File: src/rtl/balanca_preco_ctrl_pkg.sv
// Purpose : shared types, widths and helpers for the scale pricing controller.
// Latency : n/a (definitions only).
// Backpressure: n/a.
package balanca_preco_ctrl_pkg;

  localparam int W_GRAMS      = 12;    // grams and cents-per-kg operands
  localparam int W_PRICE      = 19;    // final price in cents
  localparam int W_ACC        = 25;    // product 4095*4095 plus rounding fits
  localparam int GRAMS_PER_KG = 1000;
  localparam int ROUND_HALF   = 500;   // added before the divide: round half up
  localparam int DIV_STEPS    = 25;    // one restoring step per dividend bit

  typedef enum logic [2:0] {
    IDLE,
    SETTLE,
    MUL,
    DIV,
    DONE
  } state_e;

  typedef struct packed {
    logic [9:0]       rem;
    logic [W_ACC-1:0] quo;
  } div_step_t;

  // One restoring-division step by GRAMS_PER_KG. The quotient register doubles
  // as the dividend shifter: its MSB feeds the partial remainder and the new
  // quotient bit enters at the LSB.
  function automatic div_step_t div_step(input logic [9:0] rem,
                                         input logic [W_ACC-1:0] quo);
    logic [10:0] r;
    div_step_t   s;
    r     = {rem, quo[W_ACC-1]};
    s.quo = {quo[W_ACC-2:0], 1'b0};
    if (r >= 11'(GRAMS_PER_KG)) begin
      r        = r - 11'(GRAMS_PER_KG);
      s.quo[0] = 1'b1;
    end
    s.rem = r[9:0];
    return s;
  endfunction

endpackage

File: src/rtl/balanca_preco_ctrl_if.sv
// Purpose : sampler/price-request/result bundle between the scale front end and the pricing controller.
// Latency : n/a (wires only).
// Backpressure: none; start/tareBtn are single-cycle requests, precoValid a single-cycle pulse.
// master drives weight, unit price and requests; slave (the controller) drives results and status.
interface balanca_preco_ctrl_if;
  import balanca_preco_ctrl_pkg::*;

  logic [W_GRAMS-1:0] weightInGrams;
  logic [W_GRAMS-1:0] centimos;
  logic               start;
  logic               tareBtn;
  logic [W_GRAMS-1:0] netGrams;
  logic [W_PRICE-1:0] precof;
  logic               precoValid;
  logic               busy;
  logic               overload;
  logic               errTimeout;

  modport master (
    output weightInGrams, centimos, start, tareBtn,
    input  netGrams, precof, precoValid, busy, overload, errTimeout
  );

  modport slave (
    input  weightInGrams, centimos, start, tareBtn,
    output netGrams, precof, precoValid, busy, overload, errTimeout
  );

endinterface

File: src/rtl/balanca_div1000_seq.sv
// Purpose : sequential restoring divide of a 25-bit dividend by 1000.
// Latency : start edge performs step 1; quotient and done are valid in the cycle before the 25th edge.
// Backpressure: none; start is ignored while a division is running.
// Ports: clk, rst_n, start (1-cycle), dividend[24:0] in; done (1-cycle, combinational), quotient[18:0] out.
module balanca_div1000_seq
  import balanca_preco_ctrl_pkg::*;
(
  input  logic               clk,
  input  logic               rst_n,
  input  logic               start,
  input  logic [W_ACC-1:0]   dividend,
  output logic               done,
  output logic [W_PRICE-1:0] quotient
);

  logic             running;
  logic [4:0]       step_cnt;
  logic [9:0]       rem;
  logic [W_ACC-1:0] quo;
  div_step_t        nxt;

  // The loading edge already performs the first step, so the last step's
  // result is exposed combinationally and the whole divide spans 25 edges.
  always_comb begin
    nxt = div_step(running ? rem : '0, running ? quo : dividend);
  end

  assign done     = running && (step_cnt == 5'(DIV_STEPS - 1));
  assign quotient = nxt.quo[W_PRICE-1:0];

  always_ff @(posedge clk or negedge rst_n) begin
    if (!rst_n) begin
      running  <= 1'b0;
      step_cnt <= '0;
      rem      <= '0;
      quo      <= '0;
    end else if (running) begin
      rem <= nxt.rem;
      quo <= nxt.quo;
      if (done) running  <= 1'b0;
      else      step_cnt <= step_cnt + 5'd1;
    end else if (start) begin
      running  <= 1'b1;
      step_cnt <= 5'd1;
      rem      <= nxt.rem;
      quo      <= nxt.quo;
    end
  end

endmodule

File: src/rtl/balanca_preco_ctrl.sv
// Purpose : pricing sequencer: wait for stable weight, apply tare, price = round(net*centimos/1000).
// Latency : precoValid 1+STABLE_CYCLES+12+25 edges after start with a steady weight; 1+STABLE_CYCLES on overload.
// Backpressure: none; start/tareBtn only honoured in IDLE (busy low), never queued.
// Ports: clk, rst_n plain; bus (slave) carries weight/price/requests in, netGrams/precof/precoValid/
//        busy/overload/errTimeout out.
module balanca_preco_ctrl
  import balanca_preco_ctrl_pkg::*;
#(
  parameter int STABLE_CYCLES  = 4,
  parameter int SETTLE_TIMEOUT = 255,
  parameter int MAX_GRAMS      = 4000
) (
  input  logic                 clk,
  input  logic                 rst_n,
  balanca_preco_ctrl_if.slave  bus
);

  localparam logic [15:0]        STABLE_W = 16'(STABLE_CYCLES);
  localparam logic [15:0]        TMO_W    = 16'(SETTLE_TIMEOUT);
  localparam logic [W_GRAMS-1:0] MAX_W    = W_GRAMS'(MAX_GRAMS);
  localparam logic [3:0]         LAST_BIT = 4'(W_GRAMS - 1);
  localparam logic [W_ACC-1:0]   ROUND_W  = W_ACC'(ROUND_HALF);

  state_e             state;
  logic [W_GRAMS-1:0] tare;
  logic [W_GRAMS-1:0] last_w;
  logic [W_GRAMS-1:0] op_b;
  logic [W_GRAMS-1:0] net_now;
  logic [15:0]        cnt;
  logic [15:0]        tmo;
  logic [3:0]         bit_idx;
  logic [W_ACC-1:0]   acc;
  logic [W_ACC-1:0]   acc_next;
  logic               div_start;
  logic               div_done;
  logic [W_PRICE-1:0] div_quo;

  // Tare larger than the reading shows as zero net rather than wrapping.
  assign net_now = (last_w >= tare) ? (last_w - tare) : '0;

  // Shift-add: netGrams is the multiplicand, op_b (frozen unit price) the multiplier.
  always_comb begin
    acc_next = acc;
    if (op_b[bit_idx]) acc_next = acc + (W_ACC'(bus.netGrams) << bit_idx);
  end

  assign bus.busy = (state != IDLE);

  balanca_div1000_seq u_div (
    .clk      (clk),
    .rst_n    (rst_n),
    .start    (div_start),
    .dividend (acc),
    .done     (div_done),
    .quotient (div_quo)
  );

  always_ff @(posedge clk or negedge rst_n) begin
    if (!rst_n) begin
      state          <= IDLE;
      tare           <= '0;
      last_w         <= '0;
      op_b           <= '0;
      cnt            <= '0;
      tmo            <= '0;
      bit_idx        <= '0;
      acc            <= '0;
      div_start      <= 1'b0;
      bus.netGrams   <= '0;
      bus.precof     <= '0;
      bus.precoValid <= 1'b0;
      bus.overload   <= 1'b0;
      bus.errTimeout <= 1'b0;
    end else begin
      bus.precoValid <= 1'b0;
      div_start      <= 1'b0;
      case (state)
        IDLE: begin
          // Tare is written from the same sample that seeds the stability
          // check, so tare+start together prices a net of zero.
          if (bus.tareBtn) tare <= bus.weightInGrams;
          if (bus.start) begin
            state          <= SETTLE;
            last_w         <= bus.weightInGrams;
            cnt            <= 16'd1;
            tmo            <= '0;
            bus.errTimeout <= 1'b0;
            bus.overload   <= 1'b0;
          end
        end
        SETTLE: begin
          if (cnt == STABLE_W) begin
            if (last_w > MAX_W) begin
              bus.overload   <= 1'b1;
              bus.precof     <= '0;
              bus.precoValid <= 1'b1;
              state          <= DONE;
            end else begin
              bus.netGrams <= net_now;
              op_b         <= bus.centimos;
              acc          <= '0;
              bit_idx      <= '0;
              state        <= MUL;
            end
          end else if (tmo == TMO_W) begin
            bus.errTimeout <= 1'b1;
            state          <= IDLE;
          end else begin
            tmo <= tmo + 16'd1;
            if (bus.weightInGrams == last_w) begin
              cnt <= cnt + 16'd1;
            end else begin
              cnt    <= 16'd1;
              last_w <= bus.weightInGrams;
            end
          end
        end
        MUL: begin
          if (bit_idx == LAST_BIT) begin
            acc       <= acc_next + ROUND_W;
            div_start <= 1'b1;
            state     <= DIV;
          end else begin
            acc     <= acc_next;
            bit_idx <= bit_idx + 4'd1;
          end
        end
        DIV: begin
          if (div_done) begin
            bus.precof     <= div_quo;
            bus.precoValid <= 1'b1;
            state          <= DONE;
          end
        end
        DONE: begin
          state <= IDLE;
        end
        default: state <= IDLE;
      endcase
    end
  end

endmodule
File: src/flat_wrapper.sv
// flat-port wrapper written by rule: the top's interface ports become plain ports
module balanca_preco_ctrl_flat import balanca_preco_ctrl_pkg::*;
#(
  parameter int STABLE_CYCLES  = 4,
  parameter int SETTLE_TIMEOUT = 255,
  parameter int MAX_GRAMS      = 4000
)
  (clk, rst_n, bus_weightInGrams, bus_centimos, bus_start, bus_tareBtn, bus_netGrams, bus_precof, bus_precoValid, bus_busy, bus_overload, bus_errTimeout);
  balanca_preco_ctrl_if bus_i ();
  input  logic clk;
  input  logic rst_n;
  input wire logic [$bits(bus_i.weightInGrams)-1:0] bus_weightInGrams;
  input wire logic [$bits(bus_i.centimos)-1:0] bus_centimos;
  input wire logic [$bits(bus_i.start)-1:0] bus_start;
  input wire logic [$bits(bus_i.tareBtn)-1:0] bus_tareBtn;
  output wire logic [$bits(bus_i.netGrams)-1:0] bus_netGrams;
  output wire logic [$bits(bus_i.precof)-1:0] bus_precof;
  output wire logic [$bits(bus_i.precoValid)-1:0] bus_precoValid;
  output wire logic [$bits(bus_i.busy)-1:0] bus_busy;
  output wire logic [$bits(bus_i.overload)-1:0] bus_overload;
  output wire logic [$bits(bus_i.errTimeout)-1:0] bus_errTimeout;
  assign bus_i.weightInGrams = bus_weightInGrams;
  assign bus_i.centimos = bus_centimos;
  assign bus_i.start = bus_start;
  assign bus_i.tareBtn = bus_tareBtn;
  assign bus_netGrams = bus_i.netGrams;
  assign bus_precof = bus_i.precof;
  assign bus_precoValid = bus_i.precoValid;
  assign bus_busy = bus_i.busy;
  assign bus_overload = bus_i.overload;
  assign bus_errTimeout = bus_i.errTimeout;
  balanca_preco_ctrl #(.STABLE_CYCLES(STABLE_CYCLES), .SETTLE_TIMEOUT(SETTLE_TIMEOUT), .MAX_GRAMS(MAX_GRAMS)) u_core (.clk(clk), .rst_n(rst_n), .bus(bus_i));
endmodule
File: config.mk
export PLATFORM = sky130hd
export DESIGN_NAME = balanca_preco_ctrl_flat
export DESIGN_NICKNAME = d
export VERILOG_FILES = /design/src/rtl/balanca_preco_ctrl_pkg.sv /design/src/rtl/balanca_preco_ctrl_if.sv /design/src/rtl/balanca_div1000_seq.sv /design/src/rtl/balanca_preco_ctrl.sv /design/src/flat_wrapper.sv
export SDC_FILE = /design/constraint.sdc
export NUM_CORES = 1
export LEC_CHECK = 0
export BUFFER_PORTS_ARGS = -buffer_cell sky130_fd_sc_hd__buf_2
export CORE_UTILIZATION = 55
export CTS_CLUSTER_SIZE = 10
export DETAILED_ROUTE_END_ITERATION = 10
export PLACE_DENSITY = 0.78
export SYNTH_ARGS = -nofsm -noshare
export SYNTH_HDL_FRONTEND = slang
export SYNTH_SLANG_ARGS = --single-unit
File: constraint.sdc
create_clock -name clk -period 6.9 [get_ports clk]
set_input_delay 0.345 -clock clk [delete_from_list [all_inputs] [get_ports clk]]
set_output_delay 0.345 -clock clk [all_outputs]
set_load 0.05 [all_outputs]
==> results of run 1 <==
[final cells by class]
cell class | instances | area, um2 | share of cell area [%]
clock buffer | 18 | 429 | 3.43
clock inverter | 14 | 191 | 1.53
inverter | 42 | 158 | 1.26
multi-input combinational | 1067 | 6610 | 52.8
sequential | 176 | 4410 | 35.2
tap | 270 | 338 | 2.70
timing repair buffer | 72 | 392 | 3.13
[critical path, stage by stage, from the launching register on]
cell,delay (ns)
dfrtp_1,0.92
mux2_2,0.43
o21ai_0,0.37
nor2_1,0.08
a21oi_1,0.19
nor2_1,0.09
ha_1,0.38
a21o_1,0.23
a211oi_1,0.36
a21o_1,0.32
nand2_1,0.12
xor2_1,0.28
a31oi_1,0.14
nor2_1,0.39
o2111ai_1,0.36
a21oi_1,0.30
mux2i_1,0.24
o2bb2ai_1,0.09
[cells in the final DEF (no fill, tap or decap), types with 10 or more instances in the layout]
master	instances
xor2_1	33
buf_4	10
xnor2_1	43
nand2b_1	23
nor2_1	114
nand2_1	206
and3_1	19
a21oi_1	54
nand3_1	61
mux2_2	19
o21ai_0	175
inv_1	42
clkbuf_16	17
dfrtp_1	175
ha_1	44
buf_2	61
and2_1	10
nor2b_1	14
nand4_1	19
nor3_1	23
mux2i_1	68
[Yosys cell counts, drive strengths merged, types with 5 or more instances]
master,number,area share [%]
and4,5,0.40
nor4,10,0.68
clkbuf,57,1.9
nand2b,23,1.3
a21oi,54,2.4
o211ai,6,0.39
buf,11,0.46
xnor2,43,3.3
a31oi,9,0.49
dfrtp,176,39
nand4,19,1.0
nor3,24,1.1
and3,19,1.0
mux2i,68,6.0
a211oi,8,0.57
o21bai,5,0.33
a211o,5,0.38
nand3,62,2.8
o21ai,179,7.8
and2,11,0.60
or3,7,0.38
o21a,5,0.33
xor2,33,2.5
nand2,206,6.8
nor2,114,3.7
a21o,8,0.53
ha,44,4.8
mux2,19,1.9
o31ai,8,0.66
inv,42,1.4
nor2b,14,0.77
[power breakdown]
part	internal (mW)	leakage, nW	total [mW]	switching [mW]
sequential	1.03	2.26	1.04	0.00553
clock	0.555	0.304	1.03	0.473
combinational	0.0199	2.95	0.0579	0.0380
total	1.61	5.51	2.13	0.516
[flip-flops by register name (all words and copies together) (netlist names), 3 cells and up]
register	cells
u_core.bus.netGrams	12
u_core.u_div.rem	10
u_core.tmo	16
u_core.state	3
u_core.op_b	12
u_core.tare	12
u_core.cnt	16
u_core.u_div.step_cnt	5
u_core.bit_idx	4
u_core.bus.precof	19
u_core.u_div.quo	25
u_core.acc	25
u_core.last_w	12
[cells by family (layout without fill, tap and decap cells)]
family / after synthesis / count (layout)
XOR/XNOR: 76 / 76
AND/OR/NAND/NOR: 531 / 531
flip-flops: 176 / 176
adder cells (fa/ha/maj): 46 / 46
multiplexers: 90 / 90
buffers and inverters: 110 / 146
AO/OA/AOI/OAI: 324 / 324
[layer usage]
layer	share of wire [%]	up-vias	routed length, um	GRT usage [%]
met5	0	-	0	0
met4	2.2	0	624	9.58
met3	4.3	46	1210	3.44
met2	50	272	13900	45.2
met1	44	4810	12300	35.8
li1	-	4821	-	-
[final timing paths]
check	start	to	cells after the start
max	u_core.bit_idx[0]	u_core.acc[19]	17
min	rst_n	u_core.acc[24]	1
max reg2reg	u_core.bit_idx[0]	u_core.acc[19]	17
min reg2reg	u_core.u_div.quo[20]	u_core.u_div.quo[21]	2
max in group asynchronous	rst_n	u_core.u_div.running	2
min in group clk	bus_centimos[3]	u_core.op_b[3]	3
[through the flow]
stage	hold WS [ns]	cell area [um2]	util, %
finish	0.0296	12500	61.7
global route	0.0950	12500	61.7
CTS	0.0493	12500	61.7
detailed placement	0.465	11900	58.7
global placement	0.455	11900	58.7
floorplan	0.0494	11400	-
==> results by group, run 1 <==
Layout
  – Share of layout cells above drive strength 1: 10.2%
  – Diodes inserted: 0
  – Fin nets: 1450
  – Finished Layout Cells: 1659
  – # fillers: 1741
  – Area Overhead vs Synth: 9.56%

Hold path
  – Min-Delay Path Class: input port to async pin

Synthesis
  – Post-Synth XOR/XNOR Area: 5.82%
  – Main combinational cell family by area after synthesis: simple AND/OR/NAND/NOR gates
  – Synth Area in Compound Gates: 16.7%
  – Ys flop type: dfrtp_1
  – Post-Syn Nets: 1427
  – FFs w/ async S/R, synth: 100%
  – Mapped Avg Cell Area: 8.45 um2
  – Simple-gate share of the synthesized area: 21.7%
  – Area share of fa/ha/maj cells after synthesis: 5.17%
  – Post-Syn Area: 11400 um2
  – Post-synthesis mux area share: 8.42%
  – Post-synth EDFFs: 0
  – Yosys cell types: 73
  – Sequential area share after synthesis: 38.5%
  – Yosys reg bits: 176
  – Cells after synthesis: 1353
  – Synth warn: 0

Routing
  – Total wire length: 28100 um
  – Vias per cell: 6.00
  – Post-route ant nets: 0
  – DR WL/cell: 16.9 um
  – DR pass1 iterations: 5
  – Drc violations: 0
  – Routed vias: 9949
  – Initial drt markers: 740

Die
  – Placeable Area: 20300 um2
  – IO Count: 63
  – Initial core utilization: 56.3%
  – Die ar.: 21400 um2
  – Die H: 146 um
  – Row cnt: 52
  – Die X: 146 um

Power
  – Pwr/cell area: 170 nW/um2
  – Leak Pwr: 5.51 nW
  – Total power: 2.13 mW
  – VDD IR max: 0.000132 V

GRT
  – Initial antenna violation count: 0
  – Gr usage total: 26.9%
  – Gr ovfl total: 0
  – Vias in the first global route: 9298
  – Largest net degree at the start of global routing: 101
  – First-pass GRT wire length: 46600 um

STA
  – Worst-Margin Slew: 1.17 ns
  – Final hold viol count: 0
  – Final period utilization: 78.1%
  – Final min period: 5.39 ns
  – Layout Skew: 0.0145 ns
  – Fmax: 185 MHz
  – Final worst slack: 1.51 ns
  – Setup_tns: 0 ns
  – Unrepaired setup endpoints after global routing: false
  – Slew Limit Fails: 0
  – Slew margin rel.: 21.8%
  – Finish-stage setup viols: 0

Worst setup path
  – WS Path Type: register to register
  – Worst Setup End Kind: register
  – Largest fanout on the critical path: 22
  – Reg2Reg Setup Slack: 1.51 ns
  – CP arrival: 5.71 ns
  – Critical Path RT: 7.22 ns
  – CP Launch Type: register

Clock tree
  – CTS tree: built
  – Post-cts sizing count: 0
  – Post-CTS Setup Inserts: 0
  – Clock Sinks: 176
  – Worst skew pair latency: 0.44 ns
  – Max clock buf depth: 2
  – CTS clk-pin slew, worst paths: 0.08 ns
  – CTS Hold Bufs: 0
  – Num CTS Buffers: 17
  – Clock root cell: clkbuf_16
  – Clock H-tree levels: 4

Placed design
  – Placed cells: 1627
  – Placer Congestion: 0.978
  – Post-place setup slack: 1.64 ns
  – Buffers on Ports: 62
  – Final HPWL DP: 19900 um

Job
  – Max-cap viol count: 0

Status
  – Status: complete, no violations
(Power assumes the default switching activity.)
==> run 2, diff against run 1 <==
==> constraint.sdc (replaced) <==
create_clock -name clk -period 5.4 [get_ports clk]
set_input_delay 0.27 -clock clk [delete_from_list [all_inputs] [get_ports clk]]
set_output_delay 0.27 -clock clk [all_outputs]
set_load 0.05 [all_outputs]
==> run 2 against run 1 <==
  * Fmax is 10% higher
  * Global-route usage is 0.61 points higher
  * First-iteration DRC count shrank 10%
  * Sequential cell count is the same
  * Final cell count is 0.42% higher
  * Combinational power rose by 30%
  * Wire length up 1.4%
  * Utilization increased by 0.21 points
  * Register-to-register slack got worse by 1.0 ns
  * Critical path type unchanged
  * Critical endpoint unchanged
==> results by group, run 2 (synthesized netlist as in run 1, its figures left out) <==
Hold path
  – Min-Delay Path Class: input port to register (was input port to async pin)
  – Worst Hold Path Cells: 3
  – Hold Path End: u_core.op_b[5]
  – Worst hold start: bus_centimos[5]

Power
  – Internal cell power: 2.02 mW (was 1.61 mW)
  – Flop pwr share: 49.6% (was 48.9%)
  – Logic pwr share: 2.8% (was 2.7%)
  – Switching power of the nets: 0.654 mW (was 0.516 mW)
  – VDD IR max: 0.000218 V (was 0.000132 V)
  – Pwr/cell area: 213 nW/um2 (was 170 nW/um2)
  – Clk pwr share: 47.6% (was 48.4%)
  – Leak Pwr: 5.53 nW (was 5.51 nW)
  – Sw Share: 24.4% (was 24.3%)

Status
  – Status: complete, no violations (unchanged)

Job
  – Max-cap viol count: 0 (unchanged)

Worst setup path
  – Largest fanout on the critical path: 13 (was 22)
  – Worst Setup End Kind: register (unchanged)
  – CP arrival: 5.20 ns (was 5.71 ns)
  – Reg2reg end: u_core.acc[19] (unchanged)
  – CP Launch Type: register (unchanged)
  – Reg2Reg Setup Slack: 0.51 ns (was 1.51 ns)
  – Critical Path RT: 5.71 ns (was 7.22 ns)
  – R2r worst-path depth: 17 (unchanged)
  – Reg-to-reg startpoint: u_core.bit_idx[0] (unchanged)
  – WS Path Type: register to register (unchanged)

STA
  – Final min period: 4.89 ns (was 5.39 ns)
  – Slew Limit Fails: 0 (unchanged)
  – Finish-stage setup viols: 0 (unchanged)
  – Final period utilization: 90.6% (was 78.1%)
  – Worst-Margin Slew: 1.16 ns (was 1.17 ns)
  – Layout Skew: 0.0138 ns (was 0.0145 ns)
  – Slew margin rel.: 22.0% (was 21.8%)
  – Unrepaired setup endpoints after global routing: false (unchanged)
  – Fmax: 204 MHz (was 185 MHz)
  – Setup_tns: 0 ns (unchanged)
  – Final hold viol count: 0 (unchanged)

Die
  – Row cnt: 52 (unchanged)
  – Die X: 146 um (unchanged)
  – Die H: 146 um (unchanged)
  – Placeable Area: 20300 um2 (unchanged)
  – Die ar.: 21400 um2 (unchanged)
  – Initial core utilization: 56.3% (unchanged)
  – IO Count: 63 (unchanged)

Clock tree
  – Clock root cell: clkbuf_16 (unchanged)
  – Clock Sinks: 176 (unchanged)
  – Max clock buf depth: 2 (unchanged)
  – Worst skew pair latency: 0.44 ns (about the same)
  – CTS tree: built (unchanged)
  – Num CTS Buffers: 17 (unchanged)
  – Post-CTS Setup Inserts: 0 (unchanged)
  – CTS clk-pin slew, worst paths: 0.08 ns (about the same)
  – Clock H-tree levels: 4 (unchanged)

Layout
  – Top Registers: u_core.acc (25), u_core.u_div.quo (25), u_core.bus.precof (19) (unchanged)
  – Diodes inserted: 0 (unchanged)
  – Fin nets: 1457 (was 1450)
  – # fillers: 1740 (was 1741)
  – Finished Layout Cells: 1666 (was 1659)
  – Area Overhead vs Synth: 9.94% (was 9.56%)
  – Commonest non-fill, non-tap cell in the layout: nand2_1 (unchanged)
  – Most frequent cells in the layout: nand2_1, o21ai_0, dfrtp_1 (unchanged)
  – Share of layout cells above drive strength 1: 10.7% (was 10.2%)

GRT
  – Largest net degree at the start of global routing: 91 (was 101)
  – Initial antenna violation count: 0 (unchanged)
  – First-pass GRT wire length: 47600 um (was 46600 um)
  – Gr ovfl total: 0 (unchanged)
  – Vias in the first global route: 9644 (was 9298)
  – Gr usage total: 27.5% (was 26.9%)

Routing
  – Vias per cell: 6.00 (about the same)
  – Initial drt markers: 663 (was 740)
  – DR pass1 iterations: 7 (was 5)
  – Routed vias: 9990 (was 9949)
  – Post-route ant nets: 0 (unchanged)
  – Total wire length: 28500 um (was 28100 um)
  – DR WL/cell: 17.1 um (was 16.9 um)
  – Drc violations: 0 (unchanged)

Placed design
  – Placer Congestion: 0.954 (was 0.978)
  – Placed cells: 1633 (was 1627)
  – Final HPWL DP: 20500 um (was 19900 um)
  – Buffers on Ports: 62 (unchanged)
## run 2: critical path, cell delays in order (launching register included)
cell	delay, ns
dfrtp_2	0.55
mux2_2	0.38
o21ai_0	0.33
nor2_1	0.08
a21oi_1	0.23
nor2_1	0.10
ha_1	0.35
a21o_1	0.22
a211oi_1	0.35
a21o_1	0.29
nand2_1	0.12
xor2_1	0.30
a31oi_1	0.17
nor2_1	0.41
o2111ai_1	0.30
a21oi_1	0.27
mux2i_1	0.22
o2bb2ai_1	0.08
## run 2: layout make-up
type                    count  area, um2  share of cell area, %
clock buffers              18        439                   3.49
clock inverters            14        168                   1.33
inverters                  42        158                   1.25
multi-input cells        1067       6610                   52.6
flip-flops and latches    176       4410                   35.1
well taps                 270        338                   2.69
repair buffers             79        447                   3.55
## run 2: metal layers
layer	up-vias	part of all wire [%]	GRT usage (%)
met5	-	0	0
met4	0	2.6	9.69
met3	56	5.1	4.97
met2	293	50	46.7
met1	4813	42	35.3
li1	4828	-	-
## run 2: repair_timing
| action | in CTS | in global routing |
|---|---|---|
| endpoints found under the setup margin | 0 | 2 |
| gates resized for setup | 0 | 1 |
| hold buffers | 1 | 0 |
| hold endpoints to repair | 50 | 0 |
## run 2: power by group through the flow
stage | sequential [mW] | combinational [mW] | clock (mW)
floorplan | 1.35 | 0.0288 | 0
global placement | 1.35 | 0.0743 | 0
detailed placement | 1.35 | 0.0754 | 0
CTS | 1.33 | 0.0770 | 1.29
global route | 1.33 | 0.0862 | 1.35
finish | 1.33 | 0.0755 | 1.27
## run 2: worst max path at each step
stage,from,to,slack (ns),cells past startpoint
2_1_floorplan,u_core.bit_idx[0],u_core.acc[24],0.95,19
3_3_place_gp,u_core.bit_idx[0],u_core.acc[19],0.60,16
3_5_place_dp,u_core.bit_idx[0],u_core.acc[19],0.51,17
4_1_cts,u_core.bit_idx[0],u_core.acc[19],0.48,16
5_1_grt,u_core.bit_idx[0],u_core.acc[19],0.09,17
6_report,u_core.bit_idx[0],u_core.acc[19],0.51,17
## run 2: per-stage QoR
stage	setup slack (ns)	hold WS [ns]	cell area, um2	power (mW)	util, %
after floorplan	0.946	-0.0256	11400	1.38	-
after detailed placement	0.509	0.245	12000	1.43	58.9
after global routing	0.0939	0.0144	12600	2.76	61.9
after CTS	0.475	0.00204	12600	2.70	61.9
final	0.505	0.0120	12600	2.68	61.9
after global placement	0.596	0.247	12000	1.43	58.9
==> run 3, diff against run 2 <==
==> constraint.sdc (replaced) <==
create_clock -name clk -period 5.1 [get_ports clk]
set_input_delay 0.255 -clock clk [delete_from_list [all_inputs] [get_ports clk]]
set_output_delay 0.255 -clock clk [all_outputs]
set_load 0.05 [all_outputs]
==> run 3 against run 2 <==
  * First-iteration DRC count is 5.3% lower
  * Sequential cell count unchanged
  * Sequential power is 6% higher
  * Critical path depth is the same
  * Register-to-register slack lost 0.08 ns
  * Utilization is 0.41 points higher
  * Via count about the same
  * Critical path type unchanged
  * Largest power group unchanged
  * Worst setup slack got worse by 0.080 ns
  * Combinational power rose by 12%
  * Clock-buffer cell count up 1
==> results by group, run 3 (synthesized netlist as in run 1, its figures left out) <==
Status
  – Status: complete, no violations (unchanged)

Clock tree
  – Clock H-tree levels: 4 (unchanged)
  – Num CTS Buffers: 17 (unchanged)
  – Worst skew pair latency: 0.44 ns (about the same)
  – Clock root cell: clkbuf_16 (unchanged)
  – CTS tree: built (unchanged)
  – CTS clk-pin slew, worst paths: 0.07 ns (was 0.08 ns)
  – Max clock buf depth: 2 (unchanged)
  – Post-CTS Setup Inserts: 0 (unchanged)
  – Clock Sinks: 176 (unchanged)

Placed design
  – Placer Congestion: 0.955 (was 0.954)
  – Buffers on Ports: 62 (unchanged)
  – Post-place setup slack: 0.358 ns (was 0.509 ns)
  – Final HPWL DP: 20300 um (was 20500 um)

STA
  – Final worst slack: 0.425 ns (was 0.505 ns)
  – Slew Limit Fails: 0 (unchanged)
  – Setup_tns: 0 ns (unchanged)
  – Worst-Margin Slew: 1.23 ns (was 1.16 ns)
  – Min Hold Slack: 0.00258 ns (was 0.0120 ns)
  – Unrepaired setup endpoints after global routing: false (unchanged)
  – Finish-stage setup viols: 0 (unchanged)
  – Final hold viol count: 0 (unchanged)
  – Final min period: 4.67 ns (was 4.89 ns)
  – Layout Skew: 0.0151 ns (was 0.0138 ns)
  – Slew margin rel.: 17.4% (was 22.0%)
  – Fmax: 214 MHz (was 204 MHz)
  – Final period utilization: 91.7% (was 90.6%)

Worst setup path
  – Most frequent cell on the critical path: nor2_1 (unchanged)
  – Critical path's largest stage delay: 0.52 ns (was 0.55 ns)
  – Largest fanout on the critical path: 12 (was 13)
  – CP arrival: 4.99 ns (was 5.20 ns)
  – Critical Path RT: 5.42 ns (was 5.71 ns)
  – Worst Setup End Kind: register (unchanged)
  – CP max stage cell: dfrtp_2 (unchanged)
  – WS Path Type: register to register (unchanged)
  – CP Cell Sequence: mux2_2 -> o21ai_0 -> nor2_1 -> a21oi_1 -> nor2_1 -> ha_1 -> a21o_1 -> a211oi_1 -> a21o_1 -> nand2_1 -> xor2_1 -> a31oi_1 -> nor2_1 -> o2111ai_1 -> a21oi_1 -> mux2i_1 -> o2bb2ai_1 (unchanged)
  – CP Launch Type: register (unchanged)

Layout
  – Fin nets: 1469 (was 1457)
  – Diodes inserted: 0 (unchanged)
  – Commonest non-fill, non-tap cell in the layout: nand2_1 (unchanged)
  – Most frequent cells in the layout: nand2_1, o21ai_0, dfrtp_1 (unchanged)
  – Top Registers: u_core.acc (25), u_core.u_div.quo (25), u_core.bus.precof (19) (unchanged)
  – Share of layout cells above drive strength 1: 10.8% (was 10.7%)
  – Area Overhead vs Synth: 10.7% (was 9.94%)

Routing
  – Drc violations: 0 (unchanged)
  – Post-route ant nets: 0 (unchanged)
  – Initial drt markers: 628 (was 663)
  – DR pass1 iterations: 5 (was 7)
  – Vias per cell: 5.96 (was 6.00)
  – DR WL/cell: 16.6 um (was 17.1 um)
  – Routed vias: 9998 (was 9990)
  – Total wire length: 27800 um (was 28500 um)

Power
  – VDD IR max: 0.000184 V (was 0.000218 V)
  – Pwr/cell area: 221 nW/um2 (was 213 nW/um2)
  – Total power: 2.79 mW (was 2.68 mW)
  – Leak Pwr: 5.57 nW (was 5.53 nW)

Die
  – Die ar.: 21400 um2 (unchanged)
  – Placeable Area: 20300 um2 (unchanged)
  – IO Count: 63 (unchanged)
  – Die H: 146 um (unchanged)
  – Row cnt: 52 (unchanged)
  – Initial core utilization: 56.3% (unchanged)
  – Die X: 146 um (unchanged)

GRT
  – Vias in the first global route: 9483 (was 9644)
  – Gr ovfl total: 0 (unchanged)
  – Largest net degree at the start of global routing: 99 (was 91)
  – Gr usage total: 27.0% (was 27.5%)
  – First-pass GRT wire length: 46700 um (was 47600 um)
  – Initial antenna violation count: 0 (unchanged)

Hold path
  – Min-Delay Path Class: input port to register (unchanged)

Job
  – Max-cap viol count: 0 (unchanged)
## run 3: cell count changes in the layout (fill, tap and decap cells not counted), sizes merged
cell | before | now
clkinvlp | 3 | 4
clkbuf | 18 | 19
clkinv | 2 | 3
buf | 78 | 82
dlygate4sd3 | 1 | 9
inv | 50 | 47
## run 3: path summary, 6_finish.rpt
| path | start | to | slack (ns) | depth (start not counted) |
|---|---|---|---|---|
| max | u_core.bit_idx[0] | u_core.acc[19] | 0.43 | 17 |
| min | bus_centimos[10] | u_core.op_b[10] | 0.003 | 3 |
| max reg2reg | u_core.bit_idx[0] | u_core.acc[19] | 0.43 | 17 |
| min reg2reg | u_core.op_b[6] | u_core.op_b[6] | 0.48 | 2 |
| max in group asynchronous | rst_n | u_core.u_div.running | 3.29 | 3 |
| min in group asynchronous | rst_n | u_core.bus.precof[17] | 0.46 | 2 |
## run 3: power breakdown
part           switching (mW)  internal [mW]  total (mW)
Sequential            0.00744           1.40        1.41
Clock                   0.607          0.692        1.30
Combinational          0.0525         0.0319      0.0845
Total                   0.667           2.12        2.79
## run 3: metrics by stage
step / util, % / instance area [um2] / instances
2_1_floorplan: - / 11400 / 1353
3_3_place_gp: 59.0 / 12000 / 1637
3_5_place_dp: 59.0 / 12000 / 1637
4_1_cts: 62.3 / 12700 / 1678
5_1_grt: 62.3 / 12700 / 1678
6_report: 62.3 / 12700 / 1678
## run 3: layer usage
metal	vias to the layer above	part of all wire [%]	global-route usage, %
li1	4859	-	-
met1	4799	43	34.9
met2	288	49	45.1
met3	52	4.7	4.56
met4	0	2.6	10.7
met5	-	0	0
## run 3: layout make-up
| type | instances | area, um2 |
|---|---|---|
| Fill cell | 1724 | 7650 |
| Tap cell | 270 | 338 |
| Clock buffer | 19 | 433 |
| Sequential cell | 176 | 4410 |
| Clock inverter | 13 | 148 |
| Inverter | 42 | 158 |
| Multi-Input combinational cell | 1067 | 6610 |
| Timing Repair Buffer | 91 | 557 |
## run 3: worst max-delay path: cells and delay by family (launching register included)
kind | cells | cell delay, ns
AO/OA/AOI/OAI | 9 | 2.18
AND/OR/NAND/NOR | 4 | 0.64
XOR/XNOR | 1 | 0.27
adder cells (fa/ha/maj) | 1 | 0.35
flip-flops | 1 | 0.52
multiplexers | 2 | 0.59
## run 3: timing repair
| action | CTS | global route |
|---|---|---|
| hold buffers | 9 | 0 |
| resized for setup | 0 | 2 |
| endpoints found under the setup margin | 0 | 5 |
| endpoints found under the hold margin | 104 | 0 |
